<file path="src/rtl/video_pkg.sv">
// Shared video types and default geometry for the frame-buffer writer path.
package video_pkg;

    typedef logic [15:0] pixel_t;

    typedef enum logic [1:0] {
        IDLE    = 2'd0,
        ARMED   = 2'd1,
        CAPTURE = 2'd2
    } fbw_state_t;

    localparam int unsigned DEF_H_ACTIVE = 320;
    localparam int unsigned DEF_V_ACTIVE = 180;

    function automatic int unsigned cnt_w(input int unsigned n);
        return (n > 1) ? $clog2(n) : 1;
    endfunction

endpackage

</file>
<file path="src/rtl/fb_xy_counter.sv">
// Raster x/y position of the next incoming pixel, with last-pixel and
// decimation-keep flags derived from the current position.
module fb_xy_counter
    import video_pkg::*;
#(
    parameter int unsigned H_ACTIVE = DEF_H_ACTIVE,
    parameter int unsigned V_ACTIVE = DEF_V_ACTIVE,
    parameter bit          DECIMATE = 1'b0
) (
    input  logic i_clk,
    input  logic i_rst,
    input  logic i_clr,
    input  logic i_restart,
    input  logic i_en,
    output logic o_last,
    output logic o_keep
);

    localparam int unsigned XW = cnt_w(H_ACTIVE);
    localparam int unsigned YW = cnt_w(V_ACTIVE);
    localparam logic [XW-1:0] X_MAX = XW'(H_ACTIVE - 1);
    localparam logic [YW-1:0] Y_MAX = YW'(V_ACTIVE - 1);

    logic [XW-1:0] r_x;
    logic [YW-1:0] r_y;

    // Restart loads the successor of the origin, since the origin pixel is
    // consumed in the same cycle the restart is seen.
    always_ff @(posedge i_clk or posedge i_rst) begin
        if (i_rst) begin
            r_x <= '0;
            r_y <= '0;
        end else if (i_clr) begin
            r_x <= '0;
            r_y <= '0;
        end else if (i_restart) begin
            if (H_ACTIVE == 1) begin
                r_x <= '0;
                r_y <= YW'(1);
            end else begin
                r_x <= XW'(1);
                r_y <= '0;
            end
        end else if (i_en) begin
            if (r_x == X_MAX) begin
                r_x <= '0;
                r_y <= r_y + YW'(1);
            end else begin
                r_x <= r_x + XW'(1);
            end
        end
    end

    assign o_last = (r_x == X_MAX) && (r_y == Y_MAX);
    assign o_keep = DECIMATE ? (~r_x[0] & ~r_y[0]) : 1'b1;

endmodule

</file>
<file path="src/rtl/video_fb_writer.sv">
// Pixel-stream to linear BRAM write converter; captures one frame per arm.
// Define VIDEO_FB_WRITER_DOWNSAMPLE_EN for 2x decimation in both axes.
module video_fb_writer
    import video_pkg::*;
#(
    parameter int unsigned H_ACTIVE = DEF_H_ACTIVE,
    parameter int unsigned V_ACTIVE = DEF_V_ACTIVE,
    parameter int unsigned ADDR_W   = 16
) (
    input  logic              clk_in,
    input  logic              rst_in,
    input  logic [15:0]       pixel_in,
    input  logic              valid_in,
    input  logic              sof_in,
    input  logic              arm_in,
    output logic              wr_en_out,
    output logic [ADDR_W-1:0] wr_addr_out,
    output logic [15:0]       wr_data_out,
    output logic              busy_out,
    output logic              frame_done_out,
    output logic              short_frame_out,
    output logic              long_frame_out
);

`ifdef VIDEO_FB_WRITER_DOWNSAMPLE_EN
    localparam bit DECIMATE = 1'b1;
`else
    localparam bit DECIMATE = 1'b0;
`endif

    localparam bit ORIGIN_LAST = (H_ACTIVE == 1) && (V_ACTIVE == 1);

    fbw_state_t        r_state;
    logic [ADDR_W-1:0] r_addr;
    pixel_t            w_pixel;
    logic              w_accept;
    logic              w_restart;
    logic              w_last;
    logic              w_keep;
    logic              w_write;
    logic              w_done;
    logic [ADDR_W-1:0] w_wr_addr;
    logic              w_cnt_last;
    logic              w_cnt_keep;

    // A sof beat is the origin pixel regardless of where the counters are.
    always_comb begin
        w_pixel   = pixel_in;
        w_accept  = valid_in && (((r_state == ARMED) && arm_in && sof_in) ||
                                 (r_state == CAPTURE));
        w_restart = w_accept && sof_in;
        w_last    = w_restart ? ORIGIN_LAST : w_cnt_last;
        w_keep    = w_restart ? 1'b1 : w_cnt_keep;
        w_write   = w_accept && w_keep;
        w_done    = w_accept && w_last;
        w_wr_addr = w_restart ? '0 : r_addr;
    end

    fb_xy_counter #(
        .H_ACTIVE (H_ACTIVE),
        .V_ACTIVE (V_ACTIVE),
        .DECIMATE (DECIMATE)
    ) u_xy (
        .i_clk     (clk_in),
        .i_rst     (rst_in),
        .i_clr     (w_done),
        .i_restart (w_restart && !w_last),
        .i_en      (w_accept && !w_restart && !w_last),
        .o_last    (w_cnt_last),
        .o_keep    (w_cnt_keep)
    );

    always_ff @(posedge clk_in or posedge rst_in) begin
        if (rst_in) begin
            r_state         <= IDLE;
            r_addr          <= '0;
            wr_en_out       <= 1'b0;
            wr_addr_out     <= '0;
            wr_data_out     <= '0;
            busy_out        <= 1'b0;
            frame_done_out  <= 1'b0;
            short_frame_out <= 1'b0;
        end else begin
            wr_en_out      <= w_write;
            frame_done_out <= w_done;
            if (w_write) begin
                wr_addr_out <= w_wr_addr;
                wr_data_out <= w_pixel;
            end

            if (w_done) begin
                r_addr <= '0;
            end else if (w_write) begin
                r_addr <= w_wr_addr + ADDR_W'(1);
            end

            if ((r_state == CAPTURE) && w_restart) begin
                short_frame_out <= 1'b1;
            end

            case (r_state)
                IDLE: begin
                    if (arm_in) begin
                        r_state  <= ARMED;
                        busy_out <= 1'b1;
                    end
                end
                ARMED: begin
                    if (!arm_in) begin
                        r_state  <= IDLE;
                        busy_out <= 1'b0;
                    end else if (w_accept && !w_done) begin
                        r_state <= CAPTURE;
                    end
                end
                CAPTURE: begin
                    if (w_done) begin
                        r_state  <= arm_in ? ARMED : IDLE;
                        busy_out <= arm_in;
                    end
                end
                default: begin
                    r_state  <= IDLE;
                    busy_out <= 1'b0;
                end
            endcase
        end
    end

    assign long_frame_out = 1'b0;

endmodule

</file>
<file path="config.mk">
export PLATFORM = sky130hd
export DESIGN_NAME = video_fb_writer
export DESIGN_NICKNAME = d
export VERILOG_FILES = /design/src/rtl/video_pkg.sv /design/src/rtl/fb_xy_counter.sv /design/src/rtl/video_fb_writer.sv
export SDC_FILE = /design/constraint.sdc
export NUM_CORES = 1
export LEC_CHECK = 0
export BUFFER_PORTS_ARGS = -buffer_cell sky130_fd_sc_hd__buf_4
export CAP_MARGIN = 20
export CORE_MARGIN = 10
export CORE_UTILIZATION = 44
export CTS_BUF_LIST = sky130_fd_sc_hd__clkbuf_4 sky130_fd_sc_hd__clkbuf_8 sky130_fd_sc_hd__clkbuf_16
export DETAILED_ROUTE_END_ITERATION = 10
export SETUP_SLACK_MARGIN = 0.2
export SYNTH_ARGS = -nofsm -noshare
export SYNTH_HDL_FRONTEND = slang
export SYNTH_SLANG_ARGS = --single-unit
export TNS_END_PERCENT = 30
</file>
<file path="constraint.sdc">
create_clock -name clk_in -period 4.45 [get_ports clk_in]
set_input_delay 0.89 -clock clk_in [delete_from_list [all_inputs] [get_ports clk_in]]
set_output_delay 0.89 -clock clk_in [all_outputs]
set_load 0.05 [all_outputs]
</file>
==> impl_metrics.ini, run 1 <==
[logic_synthesis]
postSynthCellCount = 386
ys_types = 51
seq_area_frac_synth_pct = 51.0
post-synth-top-count-cell = nand2_1
yosys_warnings = 0
async_flop_share_pct = 100
avgSynthCellArea_um2 = 9.03
synth-seq-cells = 71
synth_edf_count = 0
syn_nets = 410
netlist_area_um2 = 3490
synth_top_area_share_pct = 51.0
synth-main-ff-cell = dfrtp_1
synthTopCellsByArea = dfrtp_1 51%, nand2_1 11%, o21ai_0 5.7%, a31oi_1 2.3%, nand3_1 2.2%
yosysTopAreaCell = dfrtp_1
synth_common_cells = 106 x nand2_1, 71 x dfrtp_1, 40 x o21ai_0

[power]
power.leakage_nw = 1.91
power.density_nw_per_um2 = 572
power_mw = 2.39
worst_ir_drop_vdd_mv = 0.211

[worst_setup_path]
reg2reg_from = r_state[0]
worstSetupPathType = primary input to flop
end_kind = flop
worstPathArrival_ns = 2.92
crit_start = arm_in
path_max_fanout = 13
cp-start-kind = primary input
slowest_stage = a21o_1
cpPeakStageDelay_ns = 0.40
crit_family = simple AND/OR/NAND/NOR gates
worstPathRequired_ns = 4.72
worstPathCellList = buf_4 > nand3b_1 > a21o_1 > and2_1 > ha_1 > and4_1 > nand4_1 > or3_1 > mux2i_1
path_buf_inv = 1

[timing]
skew_ns = 0.0142
finalHoldViolCount = 0
clock.fmax_mhz = 377
fin_tns_setup_ns = 0
post-route-period-util_pct = 59.5
setup_viol = 0
tightest_slew_ns = 0.928
max_slew_margin_pct = 38.1
finalCriticalPeriod_ns = 2.65
rsz0062_at_grt = false
drv_slew = 0

[floorplanning]
dieArea_um2 = 11900
core_region_area_um2 = 7730
initial_core_util_pct = 45.1
die_h_um = 109
fp.dieW_um = 109
boundaryPins = 58
row_count = 32

[finish]
stdcell_area_um2 = 4190
area_delta_synth_final_pct = 20.1
fin_cells = 542
num_antenna_cells = 0
num-fill-cells = 726
nets = 459
seq_area_um2 = 1780
multi_input_area_um2 = 1560
drive_above_1_share_pct = 19.8

[grt]
grt_pass1_wl_um = 14100
grt_start_max_net_pins = 72
grtUsageTotal_pct = 14.8
gr-total-overflow = 0
antenna_found_initial = 0
grt_pass1_vias = 2708

[placed_design]
dp.cells = 526
placement.cell_area_um2 = 3960
dp_hpwl_um = 5820
io_buffer_count = 56
gp_congestion = 0.824

[routing]
drt-wirelength-per-cell_um = 15.7
dr_total_vias = 2959
firstDrtPassIters = 5
drt-vias-per-instance = 5.46
ant_nets = 0
finalWirelength_um = 8530
drcViolationCount = 0
drt_iter0_drc = 209

[worst_hold_path]
hp-start = wr_data_out[4]
min_path_type = flop to flop

[run]
cap_violations = 0

[clocking]
path_clk_slew_ns = 0.07
postCtsHoldBufs = 0
worstSkewPairLatency_ns = 0.35
cts_setup_buffers = 0
htreeDepth = 3
clock-sinks = 71
postCtsResizedCells = 0
cts_tree = built
clock_tree.root_cell = clkbuf_8
clockBufferDepth = 2
numCtsBuffers = 9

[outcome]
outcome = finished clean
## logic make-up after synthesis
kind of cell	Yosys count	synth area share, %
AND/OR/NAND/NOR	171	22.9
AO/OA/AOI/OAI	100	18.4
flip-flops	71	51.0
buffers and inverters	32	4.31
multiplexers	5	1.44
adder cells (fa/ha/maj)	3	1.08
XOR/XNOR	3	0.754
other	1	0.108
## worst paths after layout
path | slack, ns | endpoint | cells past startpoint
worst max-delay path | 1.80 | r_addr[12] | 9
worst min-delay path | 0.48 | wr_data_out[4] | 2
worst max register to register | 1.93 | r_addr[12] | 8
worst min register to register | 0.48 | wr_data_out[4] | 2
max in group asynchronous | 2.93 | r_addr[10] | 3
min in group asynchronous | 0.76 | wr_data_out[3] | 2
## registers in the layout, summed over array words and instances (netlist names)
register / count
busy_out: 1
frame_done_out: 1
r_addr: 16
r_state: 2
short_frame_out: 1
u_xy.r_x: 9
u_xy.r_y: 8
wr_addr_out: 16
wr_data_out: 16
wr_en_out: 1
## area by class of cell
cell class	instances	share of cell area, %
well taps	102	3.05
multi-input cells	283	37.3
repair buffers	62	11.1
clock buffers	11	3.47
flip-flops and latches	71	42.4
inverters	8	0.717
clock inverters	5	1.94
## per-stage QoR
stage	utilization, %	hold WS (ns)	setup slack (ns)
4_1_cts	54.2	0.482	1.81
2_1_floorplan	-	0.450	1.76
3_3_place_gp	51.2	0.460	1.54
5_1_grt	54.2	0.507	1.66
3_5_place_dp	51.2	0.464	1.45
6_report	54.2	0.475	1.80
## power breakdown
part,total (mW),internal (mW),switching [mW]
Clock,0.583,0.337,0.245
Combinational,0.899,0.273,0.626
Sequential,0.912,0.787,0.125
## layout by cell type, fill, tap and decap left out, types with 2 or more instances in the layout
cell type,instances
a211oi_1,2
a21o_1,2
a21oi_1,10
a22o_1,6
a31oi_1,13
a41oi_1,5
and2_1,3
and3_1,6
buf_4,62
bufinv_16,2
clkbuf_8,10
dfrtp_1,71
ha_1,3
inv_1,7
mux2i_1,5
nand2_1,106
nand2b_1,3
nand3_1,15
nand4_1,4
nand4b_1,4
nor2_1,12
nor2b_1,3
nor3_1,3
nor4_1,2
o21a_1,3
o21ai_0,40
o21bai_1,2
o31ai_1,3
o41ai_1,4
or3_1,2
xnor2_1,3
## per-layer routing
| metal | GRT usage [%] | up-vias | part of all wire, % |
|---|---|---|---|
| met5 | 0 | - | 0 |
| met4 | 5.93 | 0 | 1.2 |
| met3 | 4.37 | 10 | 7.6 |
| met2 | 21.0 | 101 | 43 |
| met1 | 20.5 | 1393 | 48 |
| li1 | - | 1455 | - |
## worst min-delay path: stages (launching register included)
cell     delay, ns
dfrtp_1       0.35
nand2_1       0.05
nand2_1       0.05
(Power assumes the default switching activity.)
==> run 2: changes to the inputs <==
--- a/config.mk
+++ b/config.mk
@@ -11,6 +11,7 @@
 export CORE_UTILIZATION = 44
 export CTS_BUF_LIST = sky130_fd_sc_hd__clkbuf_4 sky130_fd_sc_hd__clkbuf_8 sky130_fd_sc_hd__clkbuf_16
 export DETAILED_ROUTE_END_ITERATION = 10
+export PLACE_DENSITY = 0.67
 export SETUP_SLACK_MARGIN = 0.2
 export SYNTH_ARGS = -nofsm -noshare
 export SYNTH_HDL_FRONTEND = slang
==> constraint.sdc (replaced) <==
create_clock -name clk_in -period 2.2 [get_ports clk_in]
set_input_delay 0.44 -clock clk_in [delete_from_list [all_inputs] [get_ports clk_in]]
set_output_delay 0.44 -clock clk_in [all_outputs]
set_load 0.05 [all_outputs]
==> impl_metrics.ini, run 2 (synthesis results as in run 1) <==
[floorplanning]
die_h_um = 109
boundaryPins = 58
fp.dieW_um = 109
dieArea_um2 = 11900
row_count = 32
initial_core_util_pct = 45.1
core_region_area_um2 = 7730

[finish]
largestRegisters = r_addr x16, wr_addr_out x16, wr_data_out x16
layout_common_cells = 106 x nand2_1, 82 x buf_4, 70 x dfrtp_1, 40 x o21ai_0, 14 x nand3_1
num-fill-cells = 691
fin_cells = 563
area_delta_synth_final_pct = 26.3
final_common_cell = nand2_1
drive_above_1_share_pct = 24.9
nets = 480
num_antenna_cells = 0

[routing]
dr_total_vias = 3062
ant_nets = 0
finalWirelength_um = 8570
drt-vias-per-instance = 5.44
firstDrtPassIters = 4
drt_iter0_drc = 194
drcViolationCount = 0
drt-wirelength-per-cell_um = 15.2

[clocking]
clock-sinks = 71
path_clk_slew_ns = 0.08
worstSkewPairLatency_ns = 0.34
numCtsBuffers = 9
postCtsHoldBufs = 0
clock_tree.root_cell = clkbuf_8
cts_tree = built
htreeDepth = 3
clockBufferDepth = 2

[placed_design]
dp.cells = 542
gp_congestion = 0.877
dp_hpwl_um = 6020
io_buffer_count = 56

[power]
power.leakage_nw = 2.02
power.density_nw_per_um2 = 1130
worst_ir_drop_vdd_mv = 0.595

[worst_setup_path]
worstPathRequired_ns = 2.46
worstPathArrival_ns = 2.24
end_kind = flop
crit_family = simple AND/OR/NAND/NOR gates
path_buf_inv = 0
slowest_stage = dfrtp_1
path_max_fanout = 6
worstPathCellList = nand2b_4 > a21o_1 > and2_1 > ha_2 > and4_4 > nand4_1 > or3_1 > mux2i_1
worstSetupPathType = flop to flop
cp-start-kind = flop
cpPeakStageDelay_ns = 0.44

[timing]
worst_hold_slack_ns = 0.193
setup_viol = 0
post-route-period-util_pct = 90.2
finalHoldViolCount = 0
clock.fmax_mhz = 504
skew_ns = 0.0123
drv_slew = 0
finalCriticalPeriod_ns = 1.98
rsz0062_at_grt = true

[grt]
grt_start_max_net_pins = 72
grt_pass1_wl_um = 14300
antenna_found_initial = 0
gr-total-overflow = 0
grtUsageTotal_pct = 14.7
grt_pass1_vias = 3027

[worst_hold_path]
min_path_type = primary input to asynchronous set/reset pin

[run]
cap_violations = 0

[outcome]
outcome = finished clean
run 2: final timing paths:
| check | from | to | slack, ns | cells past startpoint |
|---|---|---|---|---|
| hold reg to reg | wr_data_out[1] | wr_data_out[1] | 0.48 | 2 |
| setup reg to reg | r_state[0] | r_addr[12] | 0.22 | 8 |
| min in group clk_in | pixel_in[1] | wr_data_out[1] | 0.29 | 3 |
| hold / removal | rst_in | wr_data_out[9] | 0.19 | 3 |
| setup / recovery | r_state[0] | r_addr[12] | 0.22 | 8 |
| max in group asynchronous | rst_in | r_state[1] | 1.68 | 3 |
run 2: power by group:
part / switching, mW / internal [mW] / total, mW
clock network: 0.505 / 0.675 / 1.18
registers: 0.229 / 1.59 / 1.82
logic: 1.32 / 0.662 / 1.98
total: 2.05 / 2.93 / 4.98
run 2: what timing repair did:
item | 4_1_cts | 5_1_grt
resized for setup | 2 | 8
buffers inserted | 0 | 5
pin swaps | 0 | 6
endpoints found under the hold margin | 0 | 0
endpoints found under the setup margin | 16 | 17
run 2: per-stage QoR:
stage / area, µm² / util (%) / TNS, ns / total power, mW / setup WS [ns]
floorplan: 3490 / - / -0.0384 / 3.14 / -0.0301
global placement: 4100 / 53.0 / 0 / 3.75 / 0.0781
detailed placement: 4100 / 53.0 / -0.0139 / 3.80 / -0.0139
CTS: 4330 / 56.1 / 0 / 4.99 / 0.123
global route: 4400 / 57.0 / 0 / 5.27 / 0.0898
finish: 4400 / 57.0 / 0 / 4.98 / 0.216
run 2: worst register-to-register path: cells and delay by family (launching register included):
kind	cells	cell delay, ns
AND/OR/NAND/NOR	5	0.99
flip-flops	1	0.44
adder cells (fa/ha/maj)	1	0.18
AO/OA/AOI/OAI	1	0.17
multiplexers	1	0.13
run 2: cell type report:
type,instances,area [µm²],share of cell area [%]
clock buffer,10,138,3.13
clock inverter,6,92.6,2.10
inverter,8,33.8,0.767
multi-input combinational,283,1600,36.3
sequential,71,1780,40.4
tap,102,128,2.90
timing repair buffer,83,636,14.4
run 2: layer usage:
metal | vias to the layer above | GRT usage, % | share of wire, %
met4 | 0 | 5.84 | 0.69
met5 | - | 0 | 0
li1 | 1504 | - | -
met3 | 7 | 3.72 | 7.1
met1 | 1467 | 18.5 | 45
met2 | 84 | 23.6 | 47
